## config.mk

```make
export PLATFORM = sky130hd
export DESIGN_NAME = decode_stage
export DESIGN_NICKNAME = d
export VERILOG_FILES = /design/src/rtl/arvi_pkg.sv /design/src/rtl/ctrl_decode.sv /design/src/rtl/decode_stage.sv
export SDC_FILE = /design/constraint.sdc
export NUM_CORES = 1
export LEC_CHECK = 0
export CAP_MARGIN = 20
export CORE_ASPECT_RATIO = 0.8
export CORE_UTILIZATION = 50
export CTS_CLUSTER_DIAMETER = 120
export DETAILED_ROUTE_END_ITERATION = 16
export PLACE_DENSITY = 0.79
export SLEW_MARGIN = 30
export SYNTH_ARGS = -nofsm -noshare
export SYNTH_HDL_FRONTEND = slang
export SYNTH_SLANG_ARGS = --single-unit
```

## constraint.sdc

```tcl
create_clock -name i_clk -period 8.35 [get_ports i_clk]
set_input_delay 2.505 -clock i_clk [delete_from_list [all_inputs] [get_ports i_clk]]
set_output_delay 2.505 -clock i_clk [all_outputs]
set_load 0.01 [all_outputs]
```

## src/rtl/arvi_pkg.sv

```systemverilog
// arvi_pkg: types and constants shared by the decode stage and its decoder.
//   ctrl_t       - control bundle handed from decode to execute
//   dec_state_t  - decode-stage intake state (RUN / WFI_WAIT)
//   OP_*         - major opcodes (instr[6:0])
//   CAUSE_*      - exception cause codes reported alongside an entry
package arvi_pkg;

    typedef struct packed {
        logic       branch;
        logic       mem_read;
        logic       mem_write;
        logic       mem_to_reg;
        logic [2:0] alu_op;
        logic [1:0] alu_src_a;
        logic       alu_src_b;
        logic       reg_write;
        logic [1:0] jump;
        logic       pc_plus4;
        logic       csr_en;
        logic       mret;
        logic       alum_en;
        logic       atomic;
    } ctrl_t;

    typedef enum logic {
        ST_RUN      = 1'b0,
        ST_WFI_WAIT = 1'b1
    } dec_state_t;

    localparam logic [6:0] OP_R      = 7'b0110011;
    localparam logic [6:0] OP_I      = 7'b0010011;
    localparam logic [6:0] OP_LOAD   = 7'b0000011;
    localparam logic [6:0] OP_STORE  = 7'b0100011;
    localparam logic [6:0] OP_BRANCH = 7'b1100011;
    localparam logic [6:0] OP_LUI    = 7'b0110111;
    localparam logic [6:0] OP_AUIPC  = 7'b0010111;
    localparam logic [6:0] OP_JAL    = 7'b1101111;
    localparam logic [6:0] OP_JALR   = 7'b1100111;
    localparam logic [6:0] OP_FENCE  = 7'b0001111;
    localparam logic [6:0] OP_SYSTEM = 7'b1110011;
    localparam logic [6:0] OP_AMO    = 7'b0101111;

    localparam logic [3:0] CAUSE_ILLEGAL = 4'd2;
    localparam logic [3:0] CAUSE_BREAK   = 4'd3;
    localparam logic [3:0] CAUSE_ECALL_M = 4'd11;

endpackage

```

## src/rtl/ctrl_decode.sv

```systemverilog
// ctrl_decode: purely combinational instruction decoder with legality checks.
//   instr    in  32     instruction word
//   ctrl     out ctrl_t control bundle (all zero when ex = 1)
//   ex       out 1      instruction raises an exception
//   ex_cause out 4      2 = illegal, 3 = breakpoint, 11 = ECALL-M
//   is_wfi   out 1      legal WFI encoding
// Optional feature: ARVI_ATOMIC_EN enables LR.W / SC.W decoding; without it
// the AMO opcode is illegal and ctrl.atomic is never set.
module ctrl_decode
    import arvi_pkg::*;
#(
    parameter int M_EXT = 1
) (
    input  logic [31:0] instr,
    output ctrl_t       ctrl,
    output logic        ex,
    output logic [3:0]  ex_cause,
    output logic        is_wfi
);

    logic [6:0]  opcode;
    logic [2:0]  f3;
    logic [6:0]  f7;
    logic [11:0] f12;
    logic [4:0]  rs1;
    logic [4:0]  rd;

    assign opcode = instr[6:0];
    assign f3     = instr[14:12];
    assign f7     = instr[31:25];
    assign f12    = instr[31:20];
    assign rs1    = instr[19:15];
    assign rd     = instr[11:7];

    ctrl_t raw;
    logic  illegal;
    logic  ecall;
    logic  ebreak;
    logic  wfi;

    always_comb begin
        raw     = '0;
        illegal = 1'b0;
        ecall   = 1'b0;
        ebreak  = 1'b0;
        wfi     = 1'b0;
        case (opcode)
            OP_R: begin
                raw.alu_op    = 3'b010;
                raw.reg_write = 1'b1;
                if (f7 == 7'h20) begin
                    // only SUB and SRA have an alternate encoding
                    if (f3 != 3'b000 && f3 != 3'b101) illegal = 1'b1;
                end else if (f7 == 7'h01 && M_EXT != 0) begin
                    raw.alum_en = 1'b1;
                end else if (f7 != 7'h00) begin
                    illegal = 1'b1;
                end
            end
            OP_I: begin
                raw.alu_op    = 3'b011;
                raw.alu_src_b = 1'b1;
                raw.reg_write = 1'b1;
                // shift-immediates reuse imm[11:5] as a funct7
                if (f3 == 3'b001 && f7 != 7'h00) illegal = 1'b1;
                if (f3 == 3'b101 && f7 != 7'h00 && f7 != 7'h20) illegal = 1'b1;
            end
            OP_LOAD: begin
                raw.mem_read   = 1'b1;
                raw.mem_to_reg = 1'b1;
                raw.alu_src_b  = 1'b1;
                raw.reg_write  = 1'b1;
                if (f3 == 3'd3 || f3 == 3'd6 || f3 == 3'd7) illegal = 1'b1;
            end
            OP_STORE: begin
                raw.mem_write = 1'b1;
                raw.alu_src_b = 1'b1;
                if (f3 > 3'd2) illegal = 1'b1;
            end
            OP_BRANCH: begin
                raw.branch = 1'b1;
                raw.alu_op = 3'b001;
                if (f3 == 3'd2 || f3 == 3'd3) illegal = 1'b1;
            end
            OP_LUI: begin
                raw.alu_src_a = 2'd2;
                raw.alu_src_b = 1'b1;
                raw.alu_op    = 3'b100;
                raw.reg_write = 1'b1;
            end
            OP_AUIPC: begin
                raw.alu_src_a = 2'd1;
                raw.alu_src_b = 1'b1;
                raw.alu_op    = 3'b100;
                raw.reg_write = 1'b1;
            end
            OP_JAL: begin
                raw.jump      = 2'd1;
                raw.pc_plus4  = 1'b1;
                raw.reg_write = 1'b1;
            end
            OP_JALR: begin
                raw.alu_src_b = 1'b1;
                raw.alu_op    = 3'b100;
                raw.jump      = 2'd2;
                raw.pc_plus4  = 1'b1;
                raw.reg_write = 1'b1;
                if (f3 != 3'd0) illegal = 1'b1;
            end
            OP_FENCE: begin
                // executes as a NOP in this pipeline
            end
            OP_SYSTEM: begin
                if (f3 == 3'd0) begin
                    if (rs1 == 5'd0 && rd == 5'd0) begin
                        case (f12)
                            12'h000: ecall    = 1'b1;
                            12'h001: ebreak   = 1'b1;
                            12'h302: raw.mret = 1'b1;
                            12'h105: wfi      = 1'b1;
                            default: illegal  = 1'b1;
                        endcase
                    end else begin
                        illegal = 1'b1;
                    end
                end else if (f3 == 3'd4) begin
                    illegal = 1'b1;
                end else begin
                    raw.reg_write = 1'b1;
                    raw.csr_en    = 1'b1;
                end
            end
`ifdef ARVI_ATOMIC_EN
            OP_AMO: begin
                // f7[6:2] = 00010 is LR.W, 00011 is SC.W
                if (f3 == 3'b010 && f7[6:3] == 4'b0001) begin
                    raw.mem_read   = 1'b1;
                    raw.mem_to_reg = 1'b1;
                    raw.reg_write  = 1'b1;
                    raw.atomic     = 1'b1;
                    raw.alu_op     = 3'b101;
                    raw.mem_write  = f7[2];
                end else begin
                    illegal = 1'b1;
                end
            end
`else
            OP_AMO: illegal = 1'b1;
`endif
            default: illegal = 1'b1;
        endcase
        // compressed / reserved quadrants are never legal here
        if (instr[1:0] != 2'b11) illegal = 1'b1;
    end

    always_comb begin
        ex       = illegal | ecall | ebreak;
        ex_cause = 4'd0;
        if (illegal)     ex_cause = CAUSE_ILLEGAL;
        else if (ebreak) ex_cause = CAUSE_BREAK;
        else if (ecall)  ex_cause = CAUSE_ECALL_M;
        // an excepting entry must have no architectural side effects
        ctrl   = ex ? '0 : raw;
        is_wfi = wfi & ~illegal;
    end

endmodule

```

## src/rtl/decode_stage.sv

```systemverilog
// decode_stage: registered decode stage with an output FIFO and WFI hold.
//   i_clk, i_rstn          clock, synchronous active-low reset
//   i_instr, i_pc, i_valid fetch side; o_ready = stage accepts
//   i_flush                drop all buffered entries and any pending WFI
//   i_irq_pending          releases a WFI hold
//   o_valid, i_ready       execute side handshake on the FIFO head
//   o_ctrl, o_pc, o_instr, o_ex, o_ex_cause  head entry (zero when !o_valid)
//   o_dbg_state            current intake state
// Handshake: a transfer happens on a rising edge where valid && ready are
// both high; o_ready never depends on i_ready, and a presented head holds
// its value until it is consumed.
// Optional feature: ARVI_ATOMIC_EN (see ctrl_decode).
module decode_stage
    import arvi_pkg::*;
#(
    parameter int XLEN  = 32,
    parameter int DEPTH = 2,
    parameter int M_EXT = 1
) (
    input  logic            i_clk,
    input  logic            i_rstn,
    input  logic [31:0]     i_instr,
    input  logic [XLEN-1:0] i_pc,
    input  logic            i_valid,
    output logic            o_ready,
    input  logic            i_flush,
    input  logic            i_irq_pending,
    output logic            o_valid,
    input  logic            i_ready,
    output ctrl_t           o_ctrl,
    output logic [XLEN-1:0] o_pc,
    output logic [31:0]     o_instr,
    output logic            o_ex,
    output logic [3:0]      o_ex_cause,
    output dec_state_t      o_dbg_state
);

    localparam int PTR_W = (DEPTH > 1) ? $clog2(DEPTH) : 1;
    localparam int CNT_W = $clog2(DEPTH + 1);
    localparam logic [PTR_W-1:0] PTR_LAST = PTR_W'(DEPTH - 1);
    localparam logic [CNT_W-1:0] CNT_FULL = CNT_W'(DEPTH);

    typedef struct packed {
        ctrl_t           ctrl;
        logic            ex;
        logic [3:0]      cause;
        logic [XLEN-1:0] pc;
        logic [31:0]     instr;
    } entry_t;

    ctrl_t      dec_ctrl;
    logic       dec_ex;
    logic [3:0] dec_cause;
    logic       dec_is_wfi;

    ctrl_decode #(.M_EXT(M_EXT)) u_dec (
        .instr    (i_instr),
        .ctrl     (dec_ctrl),
        .ex       (dec_ex),
        .ex_cause (dec_cause),
        .is_wfi   (dec_is_wfi)
    );

    entry_t           mem [DEPTH];
    logic [PTR_W-1:0] wr_ptr;
    logic [PTR_W-1:0] rd_ptr;
    logic [CNT_W-1:0] count;
    dec_state_t       state;
    dec_state_t       state_nxt;
    logic             push;
    logic             pop;
    entry_t           head;

    assign o_ready = (count < CNT_FULL) && (state == ST_RUN) && !i_flush;
    assign o_valid = (count != '0);
    assign push    = i_valid && o_ready;
    assign pop     = o_valid && i_ready;

    function automatic logic [PTR_W-1:0] ptr_inc(input logic [PTR_W-1:0] p);
        return (p == PTR_LAST) ? '0 : p + PTR_W'(1);
    endfunction

    always_ff @(posedge i_clk) begin
        if (!i_rstn) begin
            wr_ptr <= '0;
            rd_ptr <= '0;
            count  <= '0;
        end else if (i_flush) begin
            wr_ptr <= '0;
            rd_ptr <= '0;
            count  <= '0;
        end else begin
            if (push) wr_ptr <= ptr_inc(wr_ptr);
            if (pop)  rd_ptr <= ptr_inc(rd_ptr);
            case ({push, pop})
                2'b10:   count <= count + CNT_W'(1);
                2'b01:   count <= count - CNT_W'(1);
                default: count <= count;
            endcase
        end
    end

    // storage needs no reset: every read is masked by o_valid
    always_ff @(posedge i_clk) begin
        if (push) begin
            mem[wr_ptr] <= '{ctrl: dec_ctrl, ex: dec_ex, cause: dec_cause,
                              pc: i_pc, instr: i_instr};
        end
    end

    always_ff @(posedge i_clk) begin
        if (!i_rstn) state <= ST_RUN;
        else         state <= state_nxt;
    end

    always_comb begin
        state_nxt = state;
        case (state)
            ST_RUN:      if (push && dec_is_wfi) state_nxt = ST_WFI_WAIT;
            ST_WFI_WAIT: if (i_irq_pending || i_flush) state_nxt = ST_RUN;
            default:     state_nxt = ST_RUN;
        endcase
    end

    always_comb begin
        head = o_valid ? mem[rd_ptr] : '0;
    end

    assign o_ctrl      = head.ctrl;
    assign o_ex        = head.ex;
    assign o_ex_cause  = head.cause;
    assign o_pc        = head.pc;
    assign o_instr     = head.instr;
    assign o_dbg_state = state;

endmodule

```

==> Word level (Yosys, flattened, before mapping) <==
Memory sizes are Yosys's and may differ from the RTL's. A register that Yosys moved wholly into a read port is not among the register bits.
Cells that the tools add are included.
{ "classes": {"addsub": 4, "order_cmp": 2, "eq_ne": 28, "muxes": 60, "n_bitwise": 6, "reduce_logical": 29} }
{ "op_table": {"columns": ["op", "n"], "rows": [
  ["2-to-1 mux 87 bit", 1],
  ["2-to-1 mux 1 bit", 47],
  ["equality test 7 x 6 -> 1 bit (second input constant)", 4],
  ["equality test 7 bit (second input constant)", 4],
  ["2-to-1 mux 18 bit", 1],
  ["equality test 7 x 5 -> 1 bit (second input constant)", 2],
  ["equality test 12 x 1 -> 1 bit (second input constant)", 1],
  ["equality test 12 x 10 -> 1 bit (second input constant)", 1],
  ["equality test 12 x 9 -> 1 bit (second input constant)", 1],
  ["equality test 3 bit (second input constant)", 4],
  ["zero test 12 bit", 1],
  ["2-to-1 mux 4 bit", 3],
  ["case mux 3 bit (4 select lines)", 1],
  ["logical AND 1 bit", 10],
  ["zero test 5 bit", 2],
  ["case mux 1 bit (8 select lines)", 1],
  ["case mux 2 bit (2 select lines)", 2],
  ["OR reduction 4 bit", 2],
  ["equality test 7 x 1 -> 1 bit (second input constant)", 1],
  ["equality test 7 x 2 -> 1 bit (second input constant)", 1],
  ["equality test 7 x 4 -> 1 bit (second input constant)", 1],
  ["!= test 7 x 6 -> 1 bit (second input constant)", 1],
  ["nonzero test 7 bit", 1],
  ["OR reduction 7 bit", 1],
  ["25 further kinds", 35]
]} }
{ "totals": {"register_bits": 5, "mem_bits_rw": 174, "output_inout_bits": 90, "wordCells": 134, "memories": 1} }
{ "mem_list": {"columns": ["memory", "depth", "word_bits", "read_ports", "rd_clocked_by_memory_dff", "wr", "line_no", "rtl"], "rows": [
  ["mem", 2, 87, 1, 1, 1, "decode_stage.sv:64", "entry_t mem [DEPTH];"]
]} }

==> Depth between registers and ports, before layout <==
Gate-level depths: netlist (run 1).
{ "logic_depth": {"word_depth": 12, "mapped_depth": 7, "mapped_depth_nobuf": 7} }

==> Modules after synthesis <==
Synthesis (run 1) repeated with hierarchy kept, for this count alone.
{ "hier_totals": {"cells_unflattened": 499, "hier_area_um2": 7384.6} }
{ "by_module_without_submodules": {"columns": ["module", "instances", "cells_per_inst", "area_per_inst_um2", "seq_area_each_um2"], "rows": [
  ["decode_stage", 1, 398, 6785.3, 5345.1],
  ["ctrl_decode", 1, 101, 599.3, 0.0]
]} }

==> Least setup slack after synthesis (run 1) <==
OpenSTA, ideal clock, no wires.
{ "synth_timing": {"kind": "input -> register", "from": "input i_flush", "to": "memory mem[0][0] (netlist name), enable pin", "setup_time_ns": 0.527, "t_arrival_ns": 6.584, "required_time_ns": 7.823, "path_slack_ns": 1.239, "path_stages": 3, "n_path_buf": 0, "path_cell_list": "nor3_1 nand2_1 nor2_1"} }
{ "synth_via": {"elab_chain_cells": 5} }
{ "synth_rtl": {"columns": ["item", "line_no", "rtl"], "rows": [
  ["from (decl)", "decode_stage.sv:26", "input logic i_flush,"],
  ["zero test 1 bit", "decode_stage.sv:74", "assign o_ready = (count < CNT_FULL) && (state == ST_RUN) && !i_flush;"],
  ["logical AND 1 bit", "decode_stage.sv:74", null],
  ["logical AND 1 bit", "decode_stage.sv:76", "assign push = i_valid && o_ready;"],
  ["2-to-1 mux 1 bit", "decode_stage.sv:105", "if (push) begin"],
  ["2-to-1 mux 1 bit (not written as such)", "decode_stage.sv:106", "mem[wr_ptr] <= '{ctrl: dec_ctrl, ex: dec_ex, cause: dec_cause,"],
  ["to (decl)", "decode_stage.sv:64", null]
]} }
Every way passes these cells.

==> Worst setup path in the final report (run 1) <==
{ "layout_timing": {"from": "input i_flush", "to": "output o_ready"} }
{ "layout_via": {"elab_chain_cells": 2} }
{ "layout_rtl": {"columns": ["item", "line_no", "rtl"], "rows": [
  ["zero test 1 bit", "decode_stage.sv:74", null],
  ["logical AND 1 bit", "decode_stage.sv:74", null],
  ["to (decl)", "decode_stage.sv:25", "output logic o_ready,"]
]} }
Every way passes these cells.

==> results.cfg, run 1 <==
[placement]
portBuffers = 157
post-place-ws_ns = 2.00
gp_congestion = 0.780
dpl.hpwl_mm = 9.36
post-place-cells = 796

[die]
die_w_um = 136
dieHeight_um = 109
rows = 38
start_util = 0.520
dieArea_mm2 = 0.0148
coreArea_mm2 = 0.0137
io_pins = 160

[cells_and_area]
layout_common_cells = edfxtp_1 (168), clkdlybuf4s50_1 (157), nor2_1 (97), mux2i_1 (84), clkbuf_16 (17)
layout_commonest_cell = edfxtp_1
n_antenna_cell = 0
nets = 707
drive_above_1_share = 0.0709
areaGrowthSynthToFinish_pct = 34.2
fin_cells = 829
fin_util = 0.698

[clock_tree]
cts.clk_slew.worst_paths_ns = 0.06
hold_buffers = 0
root_buffer = clkbuf_16
htree_levels = 4
cts_tree = built
cts_sinks = 174
cts_buffers = 17
post-cts-setup-buffers = 0
clk-insertion-delay-late_ns = 0.42
post_cts_resized = 0
clk_path_buf_depth = 2

[flow_run]
cap_viol_max_count = 0

[setup_path]
reg2reg_slack_ns = 5.48
rr_startpoint = count[1]
end_kind = primary output
required_ns = 5.85
r2r_cells = 4
critPathSlowestCell = clkdlybuf4s50_1
critPathArrivalTime_ns = 3.86
critPathKind = input pin to primary output
reg2reg_to = mem[0][75]
worstSetupStartpointType = input pin
cpPeakStageDelay_ns = 0.62
crit_top_cell = clkdlybuf4s50_1
crit_fanout = 3
path_cells = clkdlybuf4s50_1 -> nor3_1 -> clkdlybuf4s50_1

[sta]
fin_ws_ns = 1.99
fin_skew_ns = 0.00651
fin_crit_sh = 0.762
slew_violations = 0
min_period_ns = 6.36
worstMarginPinSlew_ns = 0.923
setup-violations-final = 0
finalHoldViolations = 0
slew_headroom = 0.383
fmax_mhz = 157
rsz0062_at_grt = false
tns_ns = 0

[drt]
drc_errors = 0
ant_nets = 0
vias = 4509
drt-vias-per-instance = 5.44
detail_route.wl_per_cell_um = 17.7
drt_iter0_markers = 246
first_pass_iters = 4
routed_wirelength_mm = 14.7

[logic_synthesis]
synth_edf_count = 168
synthTopCellsByArea = edfxtp_1 (71%), mux2i_1 (12%), nor2_1 (5.2%)
synth_ff_type = edfxtp_1
synth.top_cell.area_share = 0.706
syn_inst = 480
yosysTopAreaCell = edfxtp_1
ys_warn_count = 0
synth.avg_cell_area_um2 = 14.9
ys_async_sr_fraction = 0
ys_ff_latch = 174
synthDistinctLibCells = 49
syn_area_mm2 = 0.00714
ys_seq_area_frac = 0.723

[hold_path]
hold_depth = 2
hold_start = rd_ptr
whs_endpoint = rd_ptr
hold_class = flop to flop

[power_and_ir_drop]
cellPowerDensity_mw_per_mm2 = 210
p_leak_nw = 3.00
ir_drop_uv = 195

[status]
run_status = completed

[global_route]
grt_antenna_before_repair = 0
overflow = 0
grt_pass1_vias = 4522
grt_first_pass_wirelength_mm = 22.8
grt_max_degree = 84
grt_use_total = 0.208
synthesized netlist by cell type (all sizes together), types with 3 or more instances:
master and count:
edfxtp 168, nor4 10, nand2 10, buf 19
nor2 99, dfxtp 6, inv 3, and3 4
and3b 3, mux2i 84, nor2b 7, o21ai 5
nor3 9, or3 3, nand2b 3, clkbuf 9
area by class of cell:
class,instances,area (um^2)
fillers,898,4150
inverters,3,11.3
repair buffers,164,1660
clock inverters,14,238
clock buffers,18,439
multi-input cells,276,1840
well taps,180,225
flip-flops and latches,174,5170
logic make-up (layout without fill, tap and decap cells):
family / count (synthesis) / count (layout) / synth area share
flip-flops: 174 / 174 / 0.723
AND/OR/NAND/NOR: 162 / 162 / 0.106
multiplexers: 84 / 84 / 0.118
buffers and inverters: 31 / 199 / 0.0221
AO/OA/AOI/OAI: 23 / 23 / 0.0240
XOR/XNOR: 4 / 4 / 0.00491
adder cells (fa/ha/maj): 1 / 1 / 0.00175
other: 1 / 2 / 0.000525
registers in the layout, summed over array words and instances, names as in the netlist, named ones only:
register,flops
o_dbg_state,1
count,2
mem,168
wr_ptr,1
rd_ptr,1
worst max-delay path by stage:
| stage | from | end | slack, ns | cells after the start |
|---|---|---|---|---|
| 2_1_floorplan | i_flush | mem[0][0] | 1.24 | 3 |
| 4_1_cts | i_flush | o_ready | 1.99 | 3 |
| 3_3_place_gp | i_flush | o_ready | 2.09 | 3 |
| 5_1_grt | i_flush | o_ready | 1.98 | 3 |
| 6_report | i_flush | o_ready | 1.99 | 3 |
| 3_5_place_dp | i_flush | o_ready | 2.00 | 3 |
routing by layer:
metal / part of all wire / global-route usage
met5: 0 / 0
met3: 0.070 / 0.0614
met4: 0.012 / 0.0682
met2: 0.49 / 0.349
met1: 0.43 / 0.258
metrics by stage:
stage | area [um^2] | total power [mW] | hold WS [ns]
floorplan | 7150 | 1.07 | 0.472
global placement | 8850 | 1.14 | 0.502
detailed placement | 8890 | 1.15 | 0.521
CTS | 9570 | 2.03 | 0.540
global route | 9590 | 2.08 | 0.575
finish | 9590 | 2.02 | 0.539
power breakdown:
part           internal (mW)  switching (mW)  total, mW
Combinational         0.0714          0.0710      0.142
Clock                  0.569           0.317      0.887
Sequential             0.980         0.00662      0.987
Total                   1.62           0.395       2.02
worst max-delay path, delay by kind of cell:
kind	cells	cell delay, ns
AND/OR/NAND/NOR	1	0.32
buffers and inverters	2	1.03
(Power assumes the default switching activity.)
==> run 2: changes to the inputs <==
==> constraint.sdc (replaced) <==
create_clock -name i_clk -period 6.45 [get_ports i_clk]
set_input_delay 1.935 -clock i_clk [delete_from_list [all_inputs] [get_ports i_clk]]
set_output_delay 1.935 -clock i_clk [all_outputs]
set_load 0.01 [all_outputs]
==> results.cfg, run 2 (same netlist as run 1, synthesis figures left out) <==
[status]
run_status = completed

[setup_path]
reg2reg_to = mem[0][61]
critPathKind = input pin to primary output
critPathArrivalTime_ns = 3.23
r2r_cells = 4
startpoint = i_flush
worstSetupStartpointType = input pin
end_kind = primary output
cp-endpoint = o_ready
required_ns = 4.51
reg2reg_slack_ns = 4.22
rr_startpoint = count[1]
crit_fanout = 3

[cells_and_area]
n_antenna_cell = 0
layout_commonest_cell = edfxtp_1
final-seq-area_mm2 = 0.00517
drive_above_1_share = 0.0633
areaGrowthSynthToFinish_pct = 33.7
largest_reg_flops = 168
layout_common_cells = edfxtp_1 (168), clkdlybuf4s50_1 (157), nor2_1 (97), mux2i_1 (84), clkbuf_16 (17)
largest_registers = mem x168, count x2
n_fill_cell = 915
regMostFlops = mem
fin_cells = 828
nets = 706
multi_input_area_mm2 = 0.00185

[die]
dieHeight_um = 109
dieArea_mm2 = 0.0148
start_util = 0.520
io_pins = 160
die_w_um = 136
rows = 38
coreArea_mm2 = 0.0137

[drt]
ant_nets = 0
drt_iter0_markers = 334
drc_errors = 0
drt-vias-per-instance = 5.44
wl_met2_mm = 6.79
routed_wirelength_mm = 14.9
route.layer.met1.wl_mm = 6.64
detail_route.wl_per_cell_um = 18.0
first_pass_iters = 6
dr_wl_met3_mm = 1.30
vias = 4503
top_layer = met4

[placement]
gp_congestion = 0.906
post-place-cells = 795
portBuffers = 157
dpl.hpwl_mm = 9.75

[clock_tree]
cts_tree = built
cts_sinks = 174
cts_buffers = 17
post-cts-setup-buffers = 0
clk_path_buf_depth = 2
clk-insertion-delay-late_ns = 0.42
root_buffer = clkbuf_16
hold_buffers = 0
post_cts_resized = 0
htree_levels = 4
cts.clk_slew.worst_paths_ns = 0.06

[hold_path]
hold_class = flop to flop

[power_and_ir_drop]
switchingPower_mw = 0.509
p_int_mw = 2.05
power_mw = 2.56
pwr-share-comb = 0.074
swShare = 0.199
ir_drop_uv = 187
clock_power_share = 0.427
p_seq_frac = 0.500
p_leak_nw = 2.99
cellPowerDensity_mw_per_mm2 = 268

[flow_run]
cap_viol_max_count = 0

[global_route]
grt_max_degree = 68
grt_antenna_before_repair = 0
overflow = 0
grt_pass1_vias = 4420
grt_use_total = 0.214
grt_first_pass_wirelength_mm = 23.2

[sta]
rsz0062_at_grt = false
min_period_ns = 5.17
worstMarginPinSlew_ns = 0.763
slew_headroom = 0.484
fin_crit_sh = 0.801
fmax_mhz = 194
tns_ns = 0
finalHoldViolations = 0
setup-violations-final = 0
fin_hold_ws_ns = 0.523
slew_violations = 0
fin_skew_ns = 0.00855
-- run 2: cell types whose count changed in the layout (fill, tap and decap cells not counted), sizes merged --
cell	before	now
buf	7	6
clkinv	2	4
inv	5	4
bufinv	6	5
clkbuf	18	20
clkinvlp	4	2
-- run 2: final cells by class --
class	count	area share
flip-flops and latches	174	0.541
multi-input cells	276	0.194
repair buffers	163	0.175
clock buffers	20	0.0457
well taps	180	0.0236
clock inverters	12	0.0200
inverters	3	0.00118
-- run 2: how the worst min path moves through the flow --
stage,cells after the start,from,slack [ns],to
after global routing,2,rd_ptr,0.57,flop
after global placement,2,rd_ptr,0.50,rd_ptr
after floorplan,2,count[1],0.47,count[1]
after detailed placement,2,rd_ptr,0.51,flop
final,2,rd_ptr,0.52,rd_ptr
after CTS,2,rd_ptr,0.53,rd_ptr
-- run 2: power groups by stage --
stage | registers [mW] | clock network (mW) | logic (mW)
final | 1.28 | 1.09 | 0.188
after global routing | 1.28 | 1.15 | 0.203
after CTS | 1.28 | 1.11 | 0.187
after detailed placement | 1.30 | 0 | 0.185
after global placement | 1.30 | 0 | 0.180
after floorplan | 1.30 | 0 | 0.0778
-- run 2: metrics by stage --
stage          cell area (um^2)  worst slack, ns   util
3_3_place_gp               8860             1.31  0.645
6_report                   9550             1.28  0.695
4_1_cts                    9520             1.29  0.693
2_1_floorplan              7150             1.32      -
3_5_place_dp               8900             1.30  0.647
5_1_grt                    9550             1.23  0.695
-- run 2: worst max-delay path: stages --
cell             delay [ns]
clkdlybuf4s50_1        0.42
nor3_1                 0.27
clkdlybuf4s50_1        0.61
-- run 2: routing by layer --
layer	vias to the layer above	track usage
met2	194	0.325
met5	-	0
met4	0	0.0778
li1	2107	-
met3	17	0.0721
met1	2185	0.286
